$ cat src/rtl/sgmii_pkg.sv
// rtl/sgmii_pkg.sv - shared 8b/10b code constants and TBI bit-order helper
package sgmii_pkg;

    localparam logic [7:0] K28_5 = 8'hBC;
    localparam logic [7:0] K23_7 = 8'hF7;
    localparam logic [7:0] K27_7 = 8'hFB;
    localparam logic [7:0] K29_7 = 8'hFD;
    localparam logic [7:0] K30_7 = 8'hFE;

    localparam logic [7:0] D21_5 = 8'hB5;
    localparam logic [7:0] D2_2  = 8'h42;
    localparam logic [7:0] D5_6  = 8'hC5;
    localparam logic [7:0] D16_2 = 8'h50;

    // Internal code groups keep bit a at [9] so literals read as abcdei fghj.
    localparam logic [9:0] K28_5_RDN = 10'b0011111010;
    localparam logic [9:0] K28_5_RDP = 10'b1100000101;

    function automatic logic [9:0] order_bits(input logic [9:0] code, input int bit_order);
        logic [9:0] r;
        for (int i = 0; i < 10; i++) begin
            r[i] = (bit_order == 0) ? code[9-i] : code[i];
        end
        return r;
    endfunction

endpackage

$ cat src/rtl/sgmii_8b10b_lut.sv
// rtl/sgmii_8b10b_lut.sv - combinational Clause 36 8b/10b code group and RD lookup
module sgmii_8b10b_lut
    import sgmii_pkg::*;
(
    input  logic [7:0] tx_byte,
    input  logic       is_k,
    input  logic       rd_in,
    output logic [9:0] code10,
    output logic       rd_next,
    output logic       k_illegal
);

    logic [4:0] raw_x;
    logic [2:0] raw_y;
    logic       k_legal;
    logic [7:0] sel_byte;
    logic [4:0] x;
    logic [2:0] y;
    logic [5:0] base6;
    logic [3:0] base4;
    logic       flip6;
    logic       flip4;
    logic       rd6;
    logic       use_a7;
    logic [5:0] sub6;
    logic [3:0] sub4;

    assign raw_x = tx_byte[4:0];
    assign raw_y = tx_byte[7:5];

    always_comb begin
        k_legal = (raw_x == 5'd28) ||
                  ((raw_y == 3'd7) && ((raw_x == 5'd23) || (raw_x == 5'd27) ||
                                       (raw_x == 5'd29) || (raw_x == 5'd30)));
        k_illegal = is_k && !k_legal;
        sel_byte  = k_illegal ? K28_5 : tx_byte;
        x         = sel_byte[4:0];
        y         = sel_byte[7:5];
    end

    // 5b/6b RD- column; the RD+ form is derived by complement below.
    always_comb begin
        base6 = 6'b000000;
        case (x)
            5'd0:  base6 = 6'b100111;
            5'd1:  base6 = 6'b011101;
            5'd2:  base6 = 6'b101101;
            5'd3:  base6 = 6'b110001;
            5'd4:  base6 = 6'b110101;
            5'd5:  base6 = 6'b101001;
            5'd6:  base6 = 6'b011001;
            5'd7:  base6 = 6'b111000;
            5'd8:  base6 = 6'b111001;
            5'd9:  base6 = 6'b100101;
            5'd10: base6 = 6'b010101;
            5'd11: base6 = 6'b110100;
            5'd12: base6 = 6'b001101;
            5'd13: base6 = 6'b101100;
            5'd14: base6 = 6'b011100;
            5'd15: base6 = 6'b010111;
            5'd16: base6 = 6'b011011;
            5'd17: base6 = 6'b100011;
            5'd18: base6 = 6'b010011;
            5'd19: base6 = 6'b110010;
            5'd20: base6 = 6'b001011;
            5'd21: base6 = 6'b101010;
            5'd22: base6 = 6'b011010;
            5'd23: base6 = 6'b111010;
            5'd24: base6 = 6'b110011;
            5'd25: base6 = 6'b100110;
            5'd26: base6 = 6'b010110;
            5'd27: base6 = 6'b110110;
            5'd28: base6 = is_k ? 6'b001111 : 6'b001110;
            5'd29: base6 = 6'b101110;
            5'd30: base6 = 6'b011110;
            5'd31: base6 = 6'b101011;
            default: base6 = 6'b000000;
        endcase
        // D.7 is neutral yet still alternates with RD.
        flip6 = ($countones(base6) != 3) || (x == 5'd7);
        sub6  = (rd_in && flip6) ? ~base6 : base6;
        rd6   = rd_in ^ ($countones(base6) != 3);
    end

    always_comb begin
        use_a7 = is_k ||
                 (!rd6 && ((x == 5'd17) || (x == 5'd18) || (x == 5'd20))) ||
                 ( rd6 && ((x == 5'd11) || (x == 5'd13) || (x == 5'd14)));
        base4 = 4'b0000;
        case (y)
            3'd0: base4 = 4'b1011;
            3'd1: base4 = is_k ? 4'b0110 : 4'b1001;
            3'd2: base4 = is_k ? 4'b1010 : 4'b0101;
            3'd3: base4 = 4'b1100;
            3'd4: base4 = 4'b1101;
            3'd5: base4 = is_k ? 4'b0101 : 4'b1010;
            3'd6: base4 = is_k ? 4'b1001 : 4'b0110;
            3'd7: base4 = use_a7 ? 4'b0111 : 4'b1110;
            default: base4 = 4'b0000;
        endcase
        // Control neutral groups and D.x.3 alternate; other neutral data groups do not.
        flip4 = ($countones(base4) != 2) || (y == 3'd3) ||
                (is_k && ((y == 3'd1) || (y == 3'd2) || (y == 3'd5) || (y == 3'd6)));
        sub4    = (rd6 && flip4) ? ~base4 : base4;
        rd_next = rd6 ^ ($countones(base4) != 2);
        code10  = {sub6, sub4};
    end

endmodule

$ cat src/rtl/sgmii_8b10b_enc.sv
// rtl/sgmii_8b10b_enc.sv - registered 8b/10b encoder with RD state and illegal-K counter
module sgmii_8b10b_enc
    import sgmii_pkg::*;
#(
    parameter logic INIT_RD   = 1'b0,
    parameter int   BIT_ORDER = 0,
    parameter int   ERR_CNT_W = 16
) (
    input  logic                 tbi_tx_clk,
    input  logic                 rst,
    input  logic [7:0]           tx_byte,
    input  logic                 tx_is_k,
    output logic [9:0]           tbi_txd,
    output logic                 rd_out,
    output logic                 tx_k_err,
    output logic [ERR_CNT_W-1:0] k_err_cnt
);

    logic [9:0] code10;
    logic       rd_next;
    logic       k_illegal;

    // rd_out doubles as the running-disparity state register.
    sgmii_8b10b_lut u_lut (
        .tx_byte   (tx_byte),
        .is_k      (tx_is_k),
        .rd_in     (rd_out),
        .code10    (code10),
        .rd_next   (rd_next),
        .k_illegal (k_illegal)
    );

    always_ff @(posedge tbi_tx_clk) begin
        if (rst) begin
            tbi_txd   <= order_bits(INIT_RD ? K28_5_RDP : K28_5_RDN, BIT_ORDER);
            rd_out    <= INIT_RD;
            tx_k_err  <= 1'b0;
            k_err_cnt <= '0;
        end else begin
            tbi_txd  <= order_bits(code10, BIT_ORDER);
            rd_out   <= rd_next;
            tx_k_err <= k_illegal;
            if (k_illegal && (k_err_cnt != '1)) begin
                k_err_cnt <= k_err_cnt + ERR_CNT_W'(1);
            end
        end
    end

endmodule

$ cat config.mk
export PLATFORM = sky130hd
export DESIGN_NAME = sgmii_8b10b_enc
export DESIGN_NICKNAME = d
export VERILOG_FILES = /design/src/rtl/sgmii_pkg.sv /design/src/rtl/sgmii_8b10b_lut.sv /design/src/rtl/sgmii_8b10b_enc.sv
export SDC_FILE = /design/constraint.sdc
export NUM_CORES = 1
export LEC_CHECK = 0
export ABC_AREA = 1
export CAP_MARGIN = 0
export CORE_ASPECT_RATIO = 1.4
export CORE_UTILIZATION = 35
export DETAILED_ROUTE_END_ITERATION = 8
export PLACE_DENSITY = 0.63
export SLEW_MARGIN = 20
export SYNTH_ARGS = -nofsm -noshare
export SYNTH_HDL_FRONTEND = slang
export SYNTH_SLANG_ARGS = --single-unit
export TNS_END_PERCENT = 5
$ cat constraint.sdc
create_clock -name tbi_tx_clk -period 7.1 [get_ports tbi_tx_clk]
set_input_delay 0.71 -clock tbi_tx_clk [delete_from_list [all_inputs] [get_ports tbi_tx_clk]]
set_output_delay 0.71 -clock tbi_tx_clk [all_outputs]
set_load 0.01 [all_outputs]
# --- After elaboration in Yosys (flattened, before gate mapping) ---
# Cells that the tools add are included.
word_totals:
  reg_bits: 28
  input_bits: 11
  out_inout_bits: 28
  elab_cells: 103
classes:
  n_addsub: 9
  n_eq_ne: 47
  muxes: 11
  n_bitwise: 4
  n_reduce_logical: 28
op_table:
  columns: ["operator", "count"]
  rows:
  - ["one-hot mux 6 bit (32 select lines)", 1]
  - ["== test 5 bit, second input constant", 21]
  - ["adder 32 bit", 3]
  - ["!= test 32 x 3 -> 1 bit, second input constant", 2]
  - ["== test 5 x 4 -> 1 bit, second input constant", 8]
  - ["one-hot mux 4 bit (8 select lines)", 1]
  - ["2-to-1 mux 4 bit", 6]
  - ["== test 5 x 3 -> 1 bit, second input constant", 4]
  - ["adder 16 x 1 -> 16 bit, second input constant", 1]
  - ["logical OR 1 bit", 16]
  - ["!= test 16 bit, second input constant", 1]
  - ["== test 3 bit, second input constant", 5]
  - ["adder 1 x 1 -> 2 bit", 5]
  - ["== test 5 x 2 -> 1 bit, second input constant", 2]
  - ["logical AND 1 bit", 8]
  - ["2-to-1 mux 8 bit", 1]
  - ["== test 3 x 2 -> 1 bit, second input constant", 2]
  - ["2-to-1 mux 6 bit", 1]
  - ["NOT 6 bit", 1]
  - ["== test 5 x 1 -> 1 bit, second input constant", 1]
  - ["logical NOT 5 bit", 1]
  - ["NOT 4 bit", 1]
  - ["== test 3 x 1 -> 1 bit, second input constant", 1]
  - ["logical NOT 3 bit", 1]
  - ["3 further kinds", 5]

# --- Longest topological paths before layout ---
# Gate-level depths: netlist of run 1.
logic_depth:
  word_depth: 29
  mapped_depth: 37
  mapped_depth_nobuf: 36

# --- By module ---
# From an unflattened synthesis of run 1, not the netlist that was laid out.
hier_totals:
  hier_cells: 411
  area_unflattened_um2: 2613.8
by_module_without_submodules:
  columns: ["mod", "n_inst", "cells_each", "area_each_um2", "seq_area_each_um2"]
  rows:
  - ["sgmii_8b10b_lut", 1, 224, 1311.3, 0.0]
  - ["sgmii_8b10b_enc", 1, 187, 1302.5, 560.5]

# --- Worst setup path before layout of run 1 ---
# No wires, ideal clock.
synth_timing:
  kind: "in2reg"
  from: "input port tx_byte[4]"
  to: "register tbi_txd[7]"
  setup_time_ns: 0.129
  arrival_time_ns: 5.451
  required_time_ns: 6.971
  slack_ns: 1.521
  cell_stages: 31
  n_path_buf: 2
  path_cell_list: "buf_2 -> inv_1 -> clkbuf_1 -> nand4_1 -> nand2_1 -> inv_1 -> nand4_1 -> nor2_1 -> nand4_2 -> nand2_1 -> ha_1 -> fa_1 -> ha_1 -> nand3_1 -> xor2_1 -> nand2_1 -> inv_1 -> nand2_1 -> nand2_1 -> nand2_1 -> nand2_1 -> nand2_1 -> ha_1 -> ha_1 -> fa_1 -> nor3b_1 -> inv_1 -> o31ai_4 -> inv_1 -> o21ai_0 -> a21oi_1"
synth_between:
  elab_chain_cells: 29
  word_cells_on_any_way: 85
  cone_classes: "add/sub (8); eq/ne (45); mux (5); bitwise (2); reduce/logical (25)"
synth_lines:
  columns: ["element", "line_no", "source"]
  rows:
  - ["start, declared", "sgmii_8b10b_enc.sv:11", "input logic [7:0] tx_byte,"]
  - ["== test 5 bit", "sgmii_8b10b_lut.sv:33", "((raw_y == 3'd7) && ((raw_x == 5'd23) || (raw_x == 5'd27) ||"]
  - ["logical OR 1 bit (2 in a row)", "sgmii_8b10b_lut.sv:33", null]
  - ["logical OR 1 bit", "sgmii_8b10b_lut.sv:34", "(raw_x == 5'd29) || (raw_x == 5'd30)));"]
  - ["logical AND 1 bit", "sgmii_8b10b_lut.sv:33", null]
  - ["logical OR 1 bit", "sgmii_8b10b_lut.sv:32", "k_legal = (raw_x == 5'd28) ||"]
  - ["logical NOT 1 bit", "sgmii_8b10b_lut.sv:35", "k_illegal = is_k && !k_legal;"]
  - ["logical AND 1 bit", "sgmii_8b10b_lut.sv:35", null]
  - ["2-to-1 mux 8 bit (*)", "sgmii_8b10b_lut.sv:36", "sel_byte = k_illegal ? K28_5 : tx_byte;"]
  - ["(+11 left out)", null, null]
  - ["2-to-1 mux 4 bit", "sgmii_8b10b_lut.sv:98", "3'd7: base4 = use_a7 ? 4'b0111 : 4'b1110;"]
  - ["one-hot mux 4 bit (8 select lines)", "sgmii_8b10b_lut.sv:90", "case (y)"]
  - ["adder 1 x 1 -> 2 bit (not written as such)", "sgmii_8b10b_lut.sv:102", "flip4 = ($countones(base4) != 2) || (y == 3'd3) ||"]
  - ["adder 32 bit (not written as such)", "sgmii_8b10b_lut.sv:102", null]
  - ["!= test 32 x 3 -> 1 bit", "sgmii_8b10b_lut.sv:102", null]
  - ["logical OR 1 bit (2 in a row)", "sgmii_8b10b_lut.sv:102", null]
  - ["logical AND 1 bit", "sgmii_8b10b_lut.sv:104", "sub4 = (rd6 && flip4) ? ~base4 : base4;"]
  - ["2-to-1 mux 4 bit (*)", "sgmii_8b10b_lut.sv:104", null]
  - ["end signal, assigned", "sgmii_8b10b_enc.sv:35", "tbi_txd <= order_bits(INIT_RD ? K28_5_RDP : K28_5_RDN, BIT_ORDER);"]
  - ["end signal, assigned", "sgmii_8b10b_enc.sv:40", "tbi_txd <= order_bits(code10, BIT_ORDER);"]
  - ["end, declared", "sgmii_8b10b_enc.sv:13", "output logic [9:0] tbi_txd,"]
# Every way passes the cells marked *; elsewhere a longest branch is shown, timed or not.
# A chain may end at the register's enable or synchronous reset.

# --- Worst setup path after layout of run 1 ---
layout_timing:
  from: "input port tx_byte[3]"
  to: "register tbi_txd[7]"
# Same word-level chain as after synthesis.

==> results of run 1 <==
[critical path: cells and delay by family]
| kind | cells | cell delay (ns) |
|---|---|---|
| adder cells (fa/ha/maj) | 6 | 1.97 |
| AND/OR/NAND/NOR | 18 | 1.82 |
| buffers and inverters | 7 | 1.06 |
| AO/OA/AOI/OAI | 3 | 0.53 |
| XOR/XNOR | 1 | 0.23 |
[layout make-up]
class / instances / area (µm²) / share of cell area
Multi-Input combinational cell: 273 / 1480 / 0.5274
Sequential cell: 28 / 560.5 / 0.1997
Timing Repair Buffer: 46 / 440.4 / 0.1569
Inverter: 48 / 180.2 / 0.06420
Tap cell: 72 / 90.09 / 0.03210
Clock buffer: 4 / 55.05 / 0.01962
[cell families after synthesis]
logic type / count (synthesis)
adder cells (fa/ha/maj): 15
AND/OR/NAND/NOR: 203
XOR/XNOR: 4
flip-flops: 28
AO/OA/AOI/OAI: 51
buffers and inverters: 56
[cells in the mapped netlist (2+ instances only)]
library cell / number / area share
a21oi_1: 21 / 0.046
buf_2: 3 / 0.0066
clkbuf_1: 4 / 0.0066
clkinv_1: 2 / 0.0033
dfxtp_1: 28 / 0.25
fa_1: 3 / 0.027
ha_1: 12 / 0.066
inv_1: 41 / 0.068
inv_2: 5 / 0.0083
nand2_1: 82 / 0.14
nand2_2: 2 / 0.0055
nand3_1: 29 / 0.064
nand3b_1: 2 / 0.0066
nand4_1: 23 / 0.064
nor2_1: 47 / 0.078
nor2_2: 4 / 0.011
nor3_1: 8 / 0.018
nor3b_1: 2 / 0.0066
o2111ai_1: 2 / 0.0077
o211ai_1: 7 / 0.023
o21ai_0: 11 / 0.024
o21ai_1: 3 / 0.0066
o221ai_1: 2 / 0.0077
xnor2_1: 2 / 0.0077
xor2_1: 2 / 0.0077
[power by group]
part / internal, mW / total [mW] / switching [mW]
Sequential: 0.180 / 0.188 / 0.00859
Combinational: 0.113 / 0.249 / 0.136
Clock: 0.0496 / 0.0964 / 0.0468
[metrics by stage]
stage	total power, mW	setup WS [ns]	cell area (µm²)	instances
after floorplan	0.3505	1.521	2262	357
after detailed placement	0.4439	0.5967	2751	467
after CTS	0.5421	0.8686	2806	471
final	0.5340	0.8874	2806	471
after global routing	0.5801	0.2097	2806	471
after global placement	0.4399	0.6728	2751	467
[worst max path at each step]
stage,startpoint,cells past startpoint,end,slack [ns]
after floorplan,tx_byte[4],31,tbi_txd[7]$_SDFF_PP0_,1.52
after CTS,tx_byte[1],35,tbi_txd[7]$_SDFF_PP0_,0.87
after detailed placement,tx_byte[1],35,tbi_txd[7]$_SDFF_PP0_,0.60
final,tx_byte[3],35,tbi_txd[7]$_SDFF_PP0_,0.89
after global routing,tx_byte[1],36,tbi_txd[7]$_SDFF_PP0_,0.21
after global placement,tx_byte[0],33,tbi_txd[7]$_SDFF_PP0_,0.67
[registers in the layout, summed over array words and instances (netlist names)]
signal / count
tx_k_err: 1
k_err_cnt: 16
tbi_txd: 10
rd_out: 1
[layer usage]
metal	track usage	part of all wire
met5	0	0
met2	0.3543	0.53
met3	0.01556	0.039
met1	0.2021	0.40
met4	0.08154	0.031
==> results.yml, run 1 <==
detailed_routing:
  post_drt_wl_per_cell_um: 12.69
  drc: 0
  ant_nets: 0
  firstDrtPassIters: 4
  via_per_inst: 5.259
  wl_um: 5976
  drt_iter0_markers: 116
  vias: 2477
floorplan:
  initial_utilization: 0.3642
  io_pins: 39
  rows: 34
  core_mm2: 0.006211
  die_x_um: 69.95
  dieArea_mm2: 0.006793
  die_height_um: 97.13
worst_setup_path:
  worstSetupEndpointType: "register"
  critPathArrivalTime_ns: 6.37
  crit_slowest_cell: "clkdlybuf4s50_1"
  cp_common_cell: "nand2_1"
  worstPathMaxFanout: 23
  cp-start-kind: "input pin"
  worstPathRequired_ns: 7.26
  crit_path_max_incr_delay_ns: 0.57
  reg2reg_from: "rd_out$_SDFF_PP0_"
  timing.rr.end: "tbi_txd[7]$_SDFF_PP0_"
  worstSetupPathType: "input pin to register"
  worst_r2r_path_depth: 17
  reg2reg_slack_ns: 4.00
synth:
  syn_area_mm2: 0.002262
  synthSimpleGateAreaFrac: 0.4054
  synth_adder_area_share: 0.09292
  synth-main-ff-cell: "dfxtp_1"
  synth_top_family_by_area: "simple AND/OR/NAND/NOR gates"
  synth_cell_type_count: 35
  syn-mean-instance-area_um2: 6.337
  ys_warn_count: 0
  synth_edf_count: 0
  synth_xor_area_frac: 0.01549
  ys_seq_area_frac: 0.2478
  synth_fp_nets: 383
  synth.mux.area_fraction: 0
  synth_compound_area_frac: 0.1405
  synth_cells: 357
  synthArstFlopShare: 0
  ys_ff_latch: 28
hold_path:
  min_path_cells: 2
  hold_end: "k_err_cnt[8]$_SDFFE_PP0P_"
  worstHoldPathType: "register to register"
  hp-start: "k_err_cnt[8]$_SDFFE_PP0P_"
timing:
  hold_slack_ns: 0.4658
  skew_ns: 0.0008899
  setup_viol: 0
  fmax_mhz: 161.0
  min_period_ns: 6.213
  hold_violations: 0
  max_slew.worst_pin.slew_ns: 0.5513
  rsz0062_at_grt: "no"
  tns_ns: 0
  drv_slew: 0
  relSlewSlack: 0.6313
  fin_crit_sh: 0.8750
grt:
  overflow: 0
  antenna_found_initial: 0
  grt_pass1_vias: 2414
  grt_max_degree: 24
  grt_pass1_wl_um: 10540
  grtUsageTotal: 0.1853
finish:
  final_common_cell: "nand2_1"
  syn2layout_area_growth_pct: 24.06
  drive_above_1_share: 0.06767
  fill_cells: 652
  nets: 426
  antenna_cells: 0
  final_cell_mix: "nand2_1 (82), nor2_1 (47), inv_1 (41), clkdlybuf4s50_1 (38), nand3_1 (29)"
  utilization: 0.4519
cts:
  post_cts_buffers: 0
  htree_num_levels: 1
  cts_buffer_depth: 2
  cts_buffers: 3
  root_buffer: "clkbuf_8"
  cts_tree: "yes"
  clk_latency_ns: 0.27
  clk_pin_slew_ns: 0.09
  ctsHoldBuffers: 0
  cts_resized: 0
  clock_sinks: 28
placement:
  io_buffers: 38
  dp_hpwl_um: 4841
  routabilityCongestion: 0.9913
job:
  drv_cap: 0
power_and_ir_drop:
  ir_drop_mv: 0.07244
  p_per_area_mw_per_mm2: 190.3
  p_leak_nw: 1.257
run_status:
  status: "finished, final reports clean"
No activity file was read; power rests on OpenSTA's default activity.
==> inputs of run 2 (changes only) <==
Settings changed: CORE_UTILIZATION 35 to 33, PLACE_DENSITY 0.63 to 0.6.
==> results.yml, run 2 (synthesized netlist as in run 1, its figures left out) <==
power_and_ir_drop:
  power.total_mw: 0.5635
  ir_drop_mv: 0.07523
  p_leak_nw: 1.259
  p_per_area_mw_per_mm2: 198.4
timing:
  fin_crit_sh: 0.8859
  drv_slew: 0
  skew_ns: 0.007618
  fmax_mhz: 159.0
  rsz0062_at_grt: "no"
  tns_ns: 0
  setup_viol: 0
  hold_violations: 0
  max_slew.worst_pin.slew_ns: 0.5545
  relSlewSlack: 0.6292
  min_period_ns: 6.290
cts:
  cts_resized: 0
  clk_pin_slew_ns: 0.10
  clock_sinks: 28
  clk_latency_ns: 0.27
  htree_num_levels: 1
  cts_buffers: 3
  cts_buffer_depth: 2
  ctsHoldBuffers: 0
  cts_tree: "yes"
  root_buffer: "clkbuf_8"
  post_cts_buffers: 0
job:
  drv_cap: 0
worst_setup_path:
  critPathArrivalTime_ns: 6.45
  worstSetupEndpointType: "register"
  worst_r2r_path_depth: 17
  startpoint: "tx_byte[3]"
  worstSetupPathType: "input pin to register"
  cp-start-kind: "input pin"
  reg2reg_slack_ns: 3.95
  reg2reg_from: "rd_out$_SDFF_PP0_"
  crit_path_max_incr_delay_ns: 0.57
  crit_slowest_cell: "clkdlybuf4s50_1"
  worstPathMaxFanout: 23
  cp_common_cell: "nand2_1"
  worstPathRequired_ns: 7.26
finish:
  final_common_cell: "nand2_1"
  largest_reg_flops: 16
  regMostFlops: "k_err_cnt"
  largestRegisters: "k_err_cnt x16, tbi_txd x10"
  drive_above_1_share: 0.06533
  nets: 425
  final_cell_mix: "nand2_1 (82), nor2_1 (47), inv_1 (41), clkdlybuf4s50_1 (38), nand3_1 (29)"
  utilization: 0.4295
  syn2layout_area_growth_pct: 25.55
  antenna_cells: 0
grt:
  antenna_found_initial: 0
  grt_pass1_vias: 2242
  grt_max_degree: 24
  grtUsageTotal: 0.1752
  grt_pass1_wl_um: 10080
  overflow: 0
detailed_routing:
  ant_nets: 0
  firstDrtPassIters: 4
  post_drt_wl_per_cell_um: 12.32
  drt_iter0_markers: 117
  vias: 2433
  drc: 0
  wl_um: 6035
  via_per_inst: 4.965
floorplan:
  initial_utilization: 0.3421
  die_height_um: 99.97
  core_mm2: 0.006613
  rows: 35
  die_x_um: 71.98
  dieArea_mm2: 0.007195
  io_pins: 39
run_status:
  status: "finished, final reports clean"
hold_path:
  hp-start: "k_err_cnt[8]$_SDFFE_PP0P_"
  worstHoldPathType: "register to register"
  min_path_cells: 2
placement:
  dp_hpwl_um: 4904
  routabilityCongestion: 0.9153
  io_buffers: 38
run 2: cell count changes in the layout (fill, tap and decap cells not counted):
cell	delta
buf_4	-1
bufinv_16	+1
clkbuf_8	-1
run 2: layer usage:
metal | track usage | routed length, µm | vias up | share of wire
li1 | - | - | 1277 | -
met1 | 0.1935 | 2549 | 1078 | 0.42
met2 | 0.3382 | 3152 | 66 | 0.52
met3 | 0.01406 | 201 | 12 | 0.033
met4 | 0.06938 | 132 | 0 | 0.022
met5 | 0 | 0 | - | 0
run 2: worst paths after layout:
| check | endpoint |
|---|---|
| min | k_err_cnt[8]$_SDFFE_PP0P_ |
| max | tbi_txd[7]$_SDFF_PP0_ |
| max reg2reg | tbi_txd[7]$_SDFF_PP0_ |
| min reg2reg | k_err_cnt[8]$_SDFFE_PP0P_ |
run 2: final cells by class:
cell class              instances  area, µm²
clock buffers                   3      41.29
clock inverters                 1      30.03
fillers                       701       3772
multi-input cells             273       1480
repair buffers                 45      432.9
inverters                      48      180.2
well taps                      92      115.1
flip-flops and latches         28      560.5
run 2: per-stage QoR:
stage | hold slack [ns] | instance area (µm²) | instances | setup slack [ns]
floorplan | 0.4787 | 2262 | 357 | 1.521
global placement | 0.4520 | 2769 | 486 | 0.6715
detailed placement | 0.4537 | 2769 | 486 | 0.5349
CTS | 0.4692 | 2840 | 490 | 0.8133
global route | 0.5103 | 2840 | 490 | 0.2347
finish | 0.4664 | 2840 | 490 | 0.8103
run 2: worst max-delay path, delay by kind of cell:
family / cells / cell delay (ns)
adder cells (fa/ha/maj): 6 / 1.98
AND/OR/NAND/NOR: 18 / 1.89
buffers and inverters: 7 / 1.09
AO/OA/AOI/OAI: 3 / 0.53
XOR/XNOR: 1 / 0.24
run 2: where the power goes:
part,switching [mW],internal [mW],total (mW)
Clock,0.0475,0.0754,0.123
Combinational,0.140,0.113,0.253
Sequential,0.00837,0.180,0.188
Total,0.196,0.368,0.564
==> inputs of run 3 (changes only) <==
Settings changed: CAP_MARGIN 0 to not set, CELL_PAD_IN_SITES_DETAIL_PLACEMENT set to 1, CELL_PAD_IN_SITES_GLOBAL_PLACEMENT set to 2, CORE_UTILIZATION 33 to 28, PLACE_DENSITY 0.6 to 0.85.
==> results.yml, run 3 (synthesized netlist as in run 1, its figures left out) <==
run_status:
  status: "finished, final reports clean"
floorplan:
  core_mm2: 0.007797
  initial_utilization: 0.2901
  rows: 38
  die_x_um: 77.97
  die_height_um: 108.4
  io_pins: 39
  dieArea_mm2: 0.008448
placement:
  io_buffers: 38
  preCtsSetupSlack_ns: 0.2951
  routabilityCongestion: 0.9270
  place_area_mm2: 0.002771
  dp_hpwl_um: 5704
  dpl.cell_count: 493
cts:
  cts_buffer_depth: 2
  post_cts_buffers: 0
  clock_sinks: 28
  cts_resized: 0
  cts_buffers: 3
  ctsHoldBuffers: 0
  cts_tree: "yes"
  htree_num_levels: 1
  clk_pin_slew_ns: 0.10
  root_buffer: "clkbuf_8"
  clk_latency_ns: 0.27
finish:
  syn2layout_area_growth_pct: 24.94
  finalNonFillerCells: 497
  multi_input_area_mm2: 0.001480
  drive_above_1_share: 0.06297
  nets: 424
  regMostFlops: "k_err_cnt"
  final_cell_mix: "nand2_1 (82), nor2_1 (47), inv_1 (41), clkdlybuf4s50_1 (38), nand3_1 (29)"
  largestRegisters: "k_err_cnt x16, tbi_txd x10"
  utilization: 0.3625
  largest_reg_flops: 16
  fill_cells: 1030
  regArea_um2: 560.5
  antenna_cells: 0
  final_common_cell: "nand2_1"
  design_area_mm2: 0.002826
worst_setup_path:
  worstSetupPathType: "input pin to register"
  critPathArrivalTime_ns: 6.65
  worstPathRequired_ns: 7.26
  crit_family: "simple AND/OR/NAND/NOR gates"
  crit_buf_inv: 6
  crit_path_max_incr_delay_ns: 0.52
  worstSetupEndpointType: "register"
  cp_common_cell: "nand2_1"
  worstPathMaxFanout: 23
  cp-start-kind: "input pin"
  crit_slowest_cell: "clkdlybuf4s50_1"
  reg2reg_slack_ns: 3.86
timing:
  skew_ns: 0.002184
  min_period_ns: 6.485
  relSlewSlack: 0.6137
  hold_violations: 0
  max_slew.worst_pin.slew_ns: 0.5776
  tns_ns: 0
  setup_viol: 0
  setup_slack_ns: 0.6155
  rsz0062_at_grt: "no"
  fmax_mhz: 154.2
  hold_slack_ns: 0.4766
  drv_slew: 0
  fin_crit_sh: 0.9133
detailed_routing:
  drt_iter0_markers: 62
  wl_um: 6926
  vias: 2529
  ant_nets: 0
  post_drt_wl_per_cell_um: 13.94
  via_per_inst: 5.089
  firstDrtPassIters: 4
  drc: 0
grt:
  grt_pass1_wl_um: 11410
  antenna_found_initial: 0
  grt_pass1_vias: 2484
  overflow: 0
  grt_max_degree: 24
  grtUsageTotal: 0.1683
hold_path:
  worstHoldPathType: "register to register"
power_and_ir_drop:
  p_int_mw: 0.3423
  ir_drop_mv: 0.08220
  p_switching_mw: 0.2043
  p_per_area_mw_per_mm2: 193.4
  p_sw_frac: 0.3738
  power.total_mw: 0.5466
  clkPwrFrac: 0.182
  combPwrFrac: 0.471
  p_leak_nw: 1.248
  p_seq_frac: 0.346
job:
  drv_cap: 0
[run 3: cell count changes in the layout (fill, tap and decap cells not counted), sizes merged]
| cell | delta |
|---|---|
| buf | -1 |
| bufinv | -1 |
| clkbuf | +1 |
[run 3: path summary, 6_finish.rpt]
check | start | end | depth (start not counted)
worst max-delay path | tx_byte[1] | tbi_txd[7]$_SDFF_PP0_ | 34
worst max register to register | rd_out$_SDFF_PP0_ | tbi_txd[7]$_SDFF_PP0_ | 17
worst min-delay path | k_err_cnt[8]$_SDFFE_PP0P_ | k_err_cnt[8]$_SDFFE_PP0P_ | 2
worst min register to register | k_err_cnt[8]$_SDFFE_PP0P_ | k_err_cnt[8]$_SDFFE_PP0P_ | 2
[run 3: cell type report]
cell class                      instances  share of cell area
Inverter                               48             0.06375
Multi-Input combinational cell        273              0.5237
Sequential cell                        28              0.1983
Timing Repair Buffer                   44              0.1505
Clock buffer                            4             0.01948
Tap cell                              100             0.04427
[run 3: worst register-to-register path: stages (launching register included)]
cell and delay (ns):
dfxtp_1 0.40, xor2_1 0.27, nand2_1 0.10, inv_1 0.07, nand2_1 0.05, nand2_1 0.09, nand2_1 0.06, nand2_1 0.10
nand2_1 0.07, ha_1 0.30, ha_1 0.19, fa_1 0.48, nor3b_1 0.17, inv_1 0.12, o31ai_4 0.33, inv_1 0.11
o21ai_0 0.16, a21oi_1 0.06
[run 3: layer usage]
layer / part of all wire / vias to the layer above / wire [µm] / global-route usage
li1: - / 1277 / - / -
met1: 0.43 / 1204 / 3010 / 0.1887
met2: 0.53 / 42 / 3692 / 0.3369
met3: 0.019 / 6 / 131 / 0.01097
met4: 0.013 / 0 / 91 / 0.04497
met5: 0 / - / 0 / 0
[run 3: power by group through the flow]
| stage | logic (mW) | clock network (mW) | registers, mW |
|---|---|---|---|
| finish | 0.258 | 0.0997 | 0.189 |
| global route | 0.287 | 0.110 | 0.192 |
| CTS | 0.262 | 0.103 | 0.189 |
| detailed placement | 0.261 | 0 | 0.193 |
| global placement | 0.251 | 0 | 0.193 |
| floorplan | 0.148 | 0 | 0.203 |
